<file path="config.mk">
export PLATFORM = sky130hd
export DESIGN_NAME = param_hasher_flat
export DESIGN_NICKNAME = d
export VERILOG_FILES = /design/src/rtl/param_hasher_if.sv /design/src/rtl/param_hasher.sv /design/src/flat_wrapper.sv
export SDC_FILE = /design/constraint.sdc
export NUM_CORES = 1
export LEC_CHECK = 0
export CAP_MARGIN = 20
export CORE_MARGIN = 1.5
export CORE_UTILIZATION = 40
export DETAILED_ROUTE_END_ITERATION = 10
export HOLD_SLACK_MARGIN = 0.15
export PLACE_DENSITY = 0.72
export SYNTH_ARGS = -nofsm -noshare
export SYNTH_HDL_FRONTEND = slang
export SYNTH_SLANG_ARGS = --single-unit
</file>
<file path="constraint.sdc">
create_clock -name clk -period 2.8 [get_ports clk]
set_input_delay 0.42 -clock clk [delete_from_list [all_inputs] [get_ports clk]]
set_output_delay 0.42 -clock clk [all_outputs]
set_load 0.005 [all_outputs]
</file>
<file path="src/rtl/param_hasher_if.sv">
// Sample/hash handshake bundle between the time source and param_hasher.
// The master side drives start/seed and samples; the slave side returns the hash.
interface param_hasher_if #(
  parameter int W = 16
);
  logic         start;
  logic [W-1:0] seed_id;
  logic         in_valid;
  logic         in_ready;
  logic [W-1:0] cur_time;
  logic         out_valid;
  logic [W-1:0] cur_hash;
  logic [15:0]  step_cnt;

  modport master (
    output start, seed_id, in_valid, cur_time,
    input  in_ready, out_valid, cur_hash, step_cnt
  );

  modport slave (
    input  start, seed_id, in_valid, cur_time,
    output in_ready, out_valid, cur_hash, step_cnt
  );
endinterface

</file>
<file path="src/rtl/param_hasher.sv">
// Folds time samples into a W-bit hash chained through a DEPTH-entry history.
// Optional HASHER_TIME_CHECK_EN adds time_err and drops non-increasing samples.
module param_hasher #(
  parameter int W     = 16,
  parameter int DEPTH = 4,
  parameter int MULT  = 5
) (
  input  logic            clk,
  input  logic            rst,
  param_hasher_if.slave   bus
`ifdef HASHER_TIME_CHECK_EN
  , output logic          time_err
`endif
);
  localparam int PW = W + 33;

  typedef enum logic [1:0] {IDLE, LOAD, RUN} state_t;

  state_t                    state, state_nxt;
  logic                      take_start, load;
  logic                      accept, time_ok, hash_en;
  logic [W-1:0]              seed_reg;
  logic [DEPTH-1:0][W-1:0]   hist;
  logic [W-1:0]              hash_new;
  logic [W-1:0]              cur_hash;
  logic [15:0]               step_cnt;
  logic                      out_valid;

  always_ff @(posedge clk) begin
    if (rst) state <= IDLE;
    else     state <= state_nxt;
  end

  always_comb begin
    state_nxt  = state;
    take_start = 1'b0;
    load       = 1'b0;
    case (state)
      IDLE: if (bus.start) begin
        state_nxt  = LOAD;
        take_start = 1'b1;
      end
      LOAD: begin
        state_nxt = RUN;
        load      = 1'b1;
      end
      RUN: if (bus.start) begin
        state_nxt  = LOAD;
        take_start = 1'b1;
      end
      default: state_nxt = IDLE;
    endcase
  end

  // start in RUN masks the same-cycle sample
  assign bus.in_ready = (state == RUN) & ~bus.start;
  assign accept       = bus.in_valid & bus.in_ready;
  assign hash_en      = accept & time_ok;

`ifdef HASHER_TIME_CHECK_EN
  logic [W-1:0] last_time;
  logic         first;

  // first sample after LOAD is always in order, even t=0
  assign time_ok = first | (bus.cur_time > last_time);

  always_ff @(posedge clk) begin
    if (rst) begin
      last_time <= '0;
      first     <= 1'b0;
      time_err  <= 1'b0;
    end else if (load) begin
      last_time <= '0;
      first     <= 1'b1;
      time_err  <= 1'b0;
    end else if (accept) begin
      if (time_ok) begin
        last_time <= bus.cur_time;
        first     <= 1'b0;
      end else begin
        time_err  <= 1'b1;
      end
    end
  end
`else
  assign time_ok = 1'b1;
`endif

  // full-width product and sum, keep only the low W bits
  assign hash_new = W'(PW'(hist[DEPTH-1] ^ bus.cur_time) * PW'(MULT) + PW'(seed_reg));

  always_ff @(posedge clk) begin
    if (rst) begin
      seed_reg  <= '0;
      hist      <= '0;
      cur_hash  <= '0;
      step_cnt  <= '0;
      out_valid <= 1'b0;
    end else begin
      out_valid <= hash_en;
      if (take_start) seed_reg <= bus.seed_id;
      if (load) begin
        for (int i = 0; i < DEPTH; i++) hist[i] <= seed_reg;
        cur_hash <= seed_reg;
        step_cnt <= '0;
      end else if (hash_en) begin
        for (int i = DEPTH - 1; i > 0; i--) hist[i] <= hist[i-1];
        hist[0]  <= hash_new;
        cur_hash <= hash_new;
        if (step_cnt != 16'hFFFF) step_cnt <= step_cnt + 16'd1;
      end
    end
  end

  assign bus.out_valid = out_valid;
  assign bus.cur_hash  = cur_hash;
  assign bus.step_cnt  = step_cnt;
endmodule

</file>
<file path="src/flat_wrapper.sv">
// flat-port wrapper written by rule: the top's interface ports become plain ports
module param_hasher_flat 
#(
  parameter int W     = 16,
  parameter int DEPTH = 4,
  parameter int MULT  = 5
)
  (clk, rst, bus_start, bus_seed_id, bus_in_valid, bus_cur_time, bus_in_ready, bus_out_valid, bus_cur_hash, bus_step_cnt);
  param_hasher_if #(.W(W)) bus_i ();
  input  logic clk;
  input  logic rst;
  input wire logic [$bits(bus_i.start)-1:0] bus_start;
  input wire logic [$bits(bus_i.seed_id)-1:0] bus_seed_id;
  input wire logic [$bits(bus_i.in_valid)-1:0] bus_in_valid;
  input wire logic [$bits(bus_i.cur_time)-1:0] bus_cur_time;
  output wire logic [$bits(bus_i.in_ready)-1:0] bus_in_ready;
  output wire logic [$bits(bus_i.out_valid)-1:0] bus_out_valid;
  output wire logic [$bits(bus_i.cur_hash)-1:0] bus_cur_hash;
  output wire logic [$bits(bus_i.step_cnt)-1:0] bus_step_cnt;
  assign bus_i.start = bus_start;
  assign bus_i.seed_id = bus_seed_id;
  assign bus_i.in_valid = bus_in_valid;
  assign bus_i.cur_time = bus_cur_time;
  assign bus_in_ready = bus_i.in_ready;
  assign bus_out_valid = bus_i.out_valid;
  assign bus_cur_hash = bus_i.cur_hash;
  assign bus_step_cnt = bus_i.step_cnt;
  param_hasher #(.W(W), .DEPTH(DEPTH), .MULT(MULT)) u_core (.clk(clk), .rst(rst), .bus(bus_i));
endmodule
</file>
After elaboration in Yosys (flattened, before gate mapping)
Cells that the tools add are included.

storage, ports and cells
  input port bits = 36
  output and inout bits = 34
  logic and storage cells = 34
  bits in registers = 115

operators by class
  add/sub/neg operators = 2
  muxes and demuxes = 9
  equal/unequal tests = 4
  reduce and logical (&&, ||, !) cells = 5
  multiply operators = 1
  bitwise operators = 4

operator list
  cell                   number
  $mux 64                2
  $mul 49x3->16 const B  1
  $mux 16                2
  $add 16x1->16 const B  1
  $add 16x16->16         1
  $ne 16x16->1 const B   1
  $xor 16x16->16         1
  $pmux 2 s2             1
  $reduce_or 2->1        2
  $mux 1                 3
  $and 1x1->1            2
  $eq 2x1->1 const B     1
  $eq 2x2->1 const B     1
  $logic_not 2->1        1
  $mux 2                 1
  $ne 2x1->1 const B     1
  $reduce_and 2->1       1
  $reduce_bool 2->1      1
  $not 1->1              1

Depth between registers and ports, before layout
  depth in word-level cells = 5
  depth in mapped cells = 12
  gate-level depth less buffers = 12

Worst setup path before layout
Ideal clock, no wire load.

  kind = in2reg
  start = input bus_cur_time[7]
  end = register u_core.hist[14] (netlist bit)
  arrival = 2.807 ns
  path slack = -0.134 ns
  stages on the path = 12
  data required time = 2.673 ns
  setup time = 0.127 ns
  path buffers = 0
  path through = xor2_1 -> ha_1 -> inv_1 -> fa_1 -> inv_1 -> ha_1 -> a21oi_2 -> nand2_1 -> a221o_1 -> a31oi_1 -> mux2i_1 -> o21ai_1

between the ends
  cells in the longest elaborated chain, start to end = 5

ends and longest elaborated chain
  what            line                 text
  from (decl)     flat_wrapper.sv:15   input wire logic [$bits(bus_i.cur_time)-1:0] bus_cur_time;
  $xor 16x16->16  param_hasher.sv:90   assign hash_new = W'(PW'(hist[DEPTH-1] ^ bus.cur_time) * PW'(MULT) + PW'(seed_reg));
  $mul 49x3->16   param_hasher.sv:90
  $add 16x16->16  param_hasher.sv:90
  $mux 64         param_hasher.sv:106  end else if (hash_en) begin
  $mux 64         param_hasher.sv:102  if (load) begin
  to (decl)       param_hasher.sv:23   logic [DEPTH-1:0][W-1:0] hist;

No other way between the ends. The select of a mux whose other input is x is not followed.
A chain may end at the register's enable or synchronous reset.

Worst setup path after layout
  start = register u_core.hist[52] (netlist bit)
  end = register u_core.hist[12] (netlist bit)

between the ends
  cells in the longest elaborated chain, start to end = 5

ends and longest elaborated chain
  what            line
  $xor 16x16->16  param_hasher.sv:90
  $mul 49x3->16   param_hasher.sv:90
  $add 16x16->16  param_hasher.sv:90
  $mux 64         param_hasher.sv:106
  $mux 64         param_hasher.sv:102

No other way between the ends. The select of a mux whose other input is x is not followed.

==> flow_summary.ini <==
[run_status]
status = finished with violations
violations = negative setup slack

[critical_path]
critPathLaunchType = register
critPathKind = register to register
r2r_setup_slack_ns = -0.11
timing.critical_path.required_ns = 3.02
data_arrival_time_of_the_critical_path_ns = 3.14
regToRegStartpoint = u_core.hist[52]
reg2reg_to = u_core.hist[12]
timing.critical_path.fanout_max = 3
ff2ff_path_depth = 12
worstSetupEndpointType = register

[yosys]
synth-xor-area-share_pct = 7.59
ys_dominant_reg_cell = sky130_fd_sc_hd__dfxtp_1
postSynthAreaPerCell_um2 = 8.17
syn_inst = 678
synth.net_count = 758
yosys_warning_count = 0
synth-seq-cells = 99
synth-adder-area-share_pct = 11.7
async_flop_share_pct = 0
synth_edf_count = 0
muxShareOfSynthArea_pct = 0.542
basic_gate_share_of_the_synthesized_area_counting_and_or_nand_and_nor_cells_pct = 18.2
combinational_family_with_the_most_area_after_synthesis = simple AND/OR/NAND/NOR gates
synth_area_um2 = 5540
ys_types = 59
yosysSeqAreaShare_pct = 35.8
synth_compound_area_share_pct = 17.1

[sta]
slew_headroom_pct = 51.8
final.setup_skew_ns = 0.00854
final_worst_hold_slack_ns = 0.458
finalWorstPathRequiredPeriod_ns = 2.91
grt_setup_unrepaired = yes
fmaxAchievable_mhz = 343
drv_slew = 0
post-route-period-util_pct = 104
finalWorstSetupSlack_ns = -0.112
finalHoldViolCount = 0
setup-violations-final = 7
slew_at_the_pin_closest_to_its_max_slew_limit_ns = 0.724
fin_tns_setup_ns = -0.436

[placed_design]
place_ws_ns = -0.669
placed_area_um2 = 6680
gpl.final_weighted_congestion = 0.848
dpl.hpwl_um = 9770
place.port_buffers = 69

[layout]
number_of_flip_flops_in_the_largest_register = 63
final-seq-area_um2 = 1990
multi_input_comb_area_um2 = 3370
antenna_fix_cells = 0
filler_cell_count = 1249
final_area_um2 = 7260
drive_gt1_share_pct = 18.8
area.growth.synth_to_final_pct = 31.1
final_nets = 847

[floorplanning]
rows = 42
die-height_um = 121
floorplan.die_area_um2 = 14600
initial_core_util_pct = 41.3
dieWidth_um = 121
floorplan.io_pins = 70
core_um2 = 13400

[detailed_routing]
drt_first_iter_violations = 323
drt_wl_total_um = 13800
detailed_route_via_count = 4856
viasPerCell = 5.12
postRouteAntennaNets = 0
detail_route.first_pass.iterations = 4
routed_wire_length_per_instance_um = 14.6
remaining_drc_errors = 0

[worst_hold_path]
hp-class = register to register
min_path_cells = 2
min_to = u_core.seed_reg[12]
timing.hold.worst.start = u_core.seed_reg[12]

[grt]
via_count_of_the_first_global_routing_pass = 4760
initial_antenna_violation_count = 0
grt_overflow = 0
maximum_number_of_pins_on_one_net_before_global_route_repair = 31
track_usage_pct = 20.0
grt_first_pass_wirelength_um = 22900

[power_and_ir_drop]
totalPowerFinal_mw = 4.60
vdd.ir_drop.worst_uv = 349
power.density_cell_area_nw_per_um2 = 633
static_leakage_nw = 2.95

[clocking]
tritoncts = done
cts-htree-levels = 3
cts_sinks = 99
clockRootBuffer = sky130_fd_sc_hd__clkbuf_16
clk_pin_slew_worst_paths_ns = 0.07
cts_hold_buffers = 0
clkLatencyLatePin_ns = 0.35
numCtsBuffers = 9
clockBufferDepth = 2

[flow_run]
max-cap-violations = 0
[layer usage]
metal  part of all wire, %  vias to the layer above  global-route usage, %
li1                      -                     2415                      -
met1                    45                     2299                   24.8
met2                    47                      116                   33.5
met3                   4.4                       26                   4.67
met4                   3.1                        0                   8.09
met5                     0                        -                      0
[logic make-up after synthesis]
kind of cell    after synthesis
buf+inv                     114
xor+xnor                     48
mux                           3
simple gates                227
flops                        99
compound gates              143
fa+ha+maj                    44
[per-stage QoR]
step,cells,util [%]
2_1_floorplan,678,-
3_3_place_gp,924,49.9
3_5_place_dp,924,49.9
4_1_cts,945,53.7
5_1_grt,948,54.2
6_report,948,54.2
[critical path, cell delays in order (launching register included)]
cell	delay [ns]
sky130_fd_sc_hd__dfxtp_4	0.37
sky130_fd_sc_hd__xor2_1	0.16
sky130_fd_sc_hd__ha_1	0.30
sky130_fd_sc_hd__inv_2	0.04
sky130_fd_sc_hd__fa_1	0.50
sky130_fd_sc_hd__inv_2	0.05
sky130_fd_sc_hd__ha_4	0.22
sky130_fd_sc_hd__a21oi_2	0.14
sky130_fd_sc_hd__o22ai_2	0.10
sky130_fd_sc_hd__a221o_1	0.38
sky130_fd_sc_hd__a41o_1	0.22
sky130_fd_sc_hd__nor4_1	0.23
sky130_fd_sc_hd__a311oi_1	0.07
[Yosys cell counts (all sizes together) (13+ instances only)]
cell type,number,share of area [%]
buf,31,3.4
xor2,36,5.7
ha,31,7.0
a31oi,55,6.2
fa,13,4.7
dfxtp,99,36
clkbuf,19,1.3
nor2,30,2.2
nand3,17,1.5
inv,64,4.3
a21oi,34,3.3
nand2,151,10
[repair_timing]
action,CTS,global route
gates resized for setup,47,13
pin swaps,32,14
setup buffers,5,3
endpoints found under the setup margin,11,10
[placed cells by master (no fill, tap or decap), drive strengths merged, types with 9 or more instances in the layout]
master         Yosys  routed
dlygate4sd2        0      11
nand3             17      17
inv               64      69
nor2              30      30
xor2              36      36
a31oi             55      55
o21ai             11      11
clkdlybuf4s50      0      57
fa                13      13
a21oi             34      34
clkbuf            19       9
dfxtp             99      99
buf               31      59
ha                31      31
xnor2             12      12
nand2            151     151
a21o              11      11
[final cells by class]
cell class,instances,share of cell area [%]
flip-flops and latches,99,27.5
inverters,64,3.31
clock inverters,7,1.27
clock buffers,9,3.10
repair buffers,128,15.4
multi-input cells,465,46.4
well taps,176,3.03
[power breakdown]
group,switching (mW),internal (mW),leakage (nW)
Sequential,0.0576,1.48,0.812
Clock,0.609,0.724,0.158
Combinational,0.838,0.887,1.98
Total,1.50,3.09,2.95
[worst max-delay path by stage]
stage	startpoint	slack, ns	to	cells after the start
6_report	u_core.hist[52]	-0.11	u_core.hist[12]	12
5_1_grt	u_core.hist[52]	-0.19	u_core.hist[12]	12
4_1_cts	u_core.hist[52]	-0.16	u_core.hist[12]	12
3_5_place_dp	bus_cur_time[2]	-0.67	u_core.hist[12]	13
3_3_place_gp	bus_cur_time[1]	-0.65	u_core.bus.cur_hash[15]	11
2_1_floorplan	bus_cur_time[4]	-0.007	u_core.hist[12]	12
No activity file was read; power rests on OpenSTA's default activity.
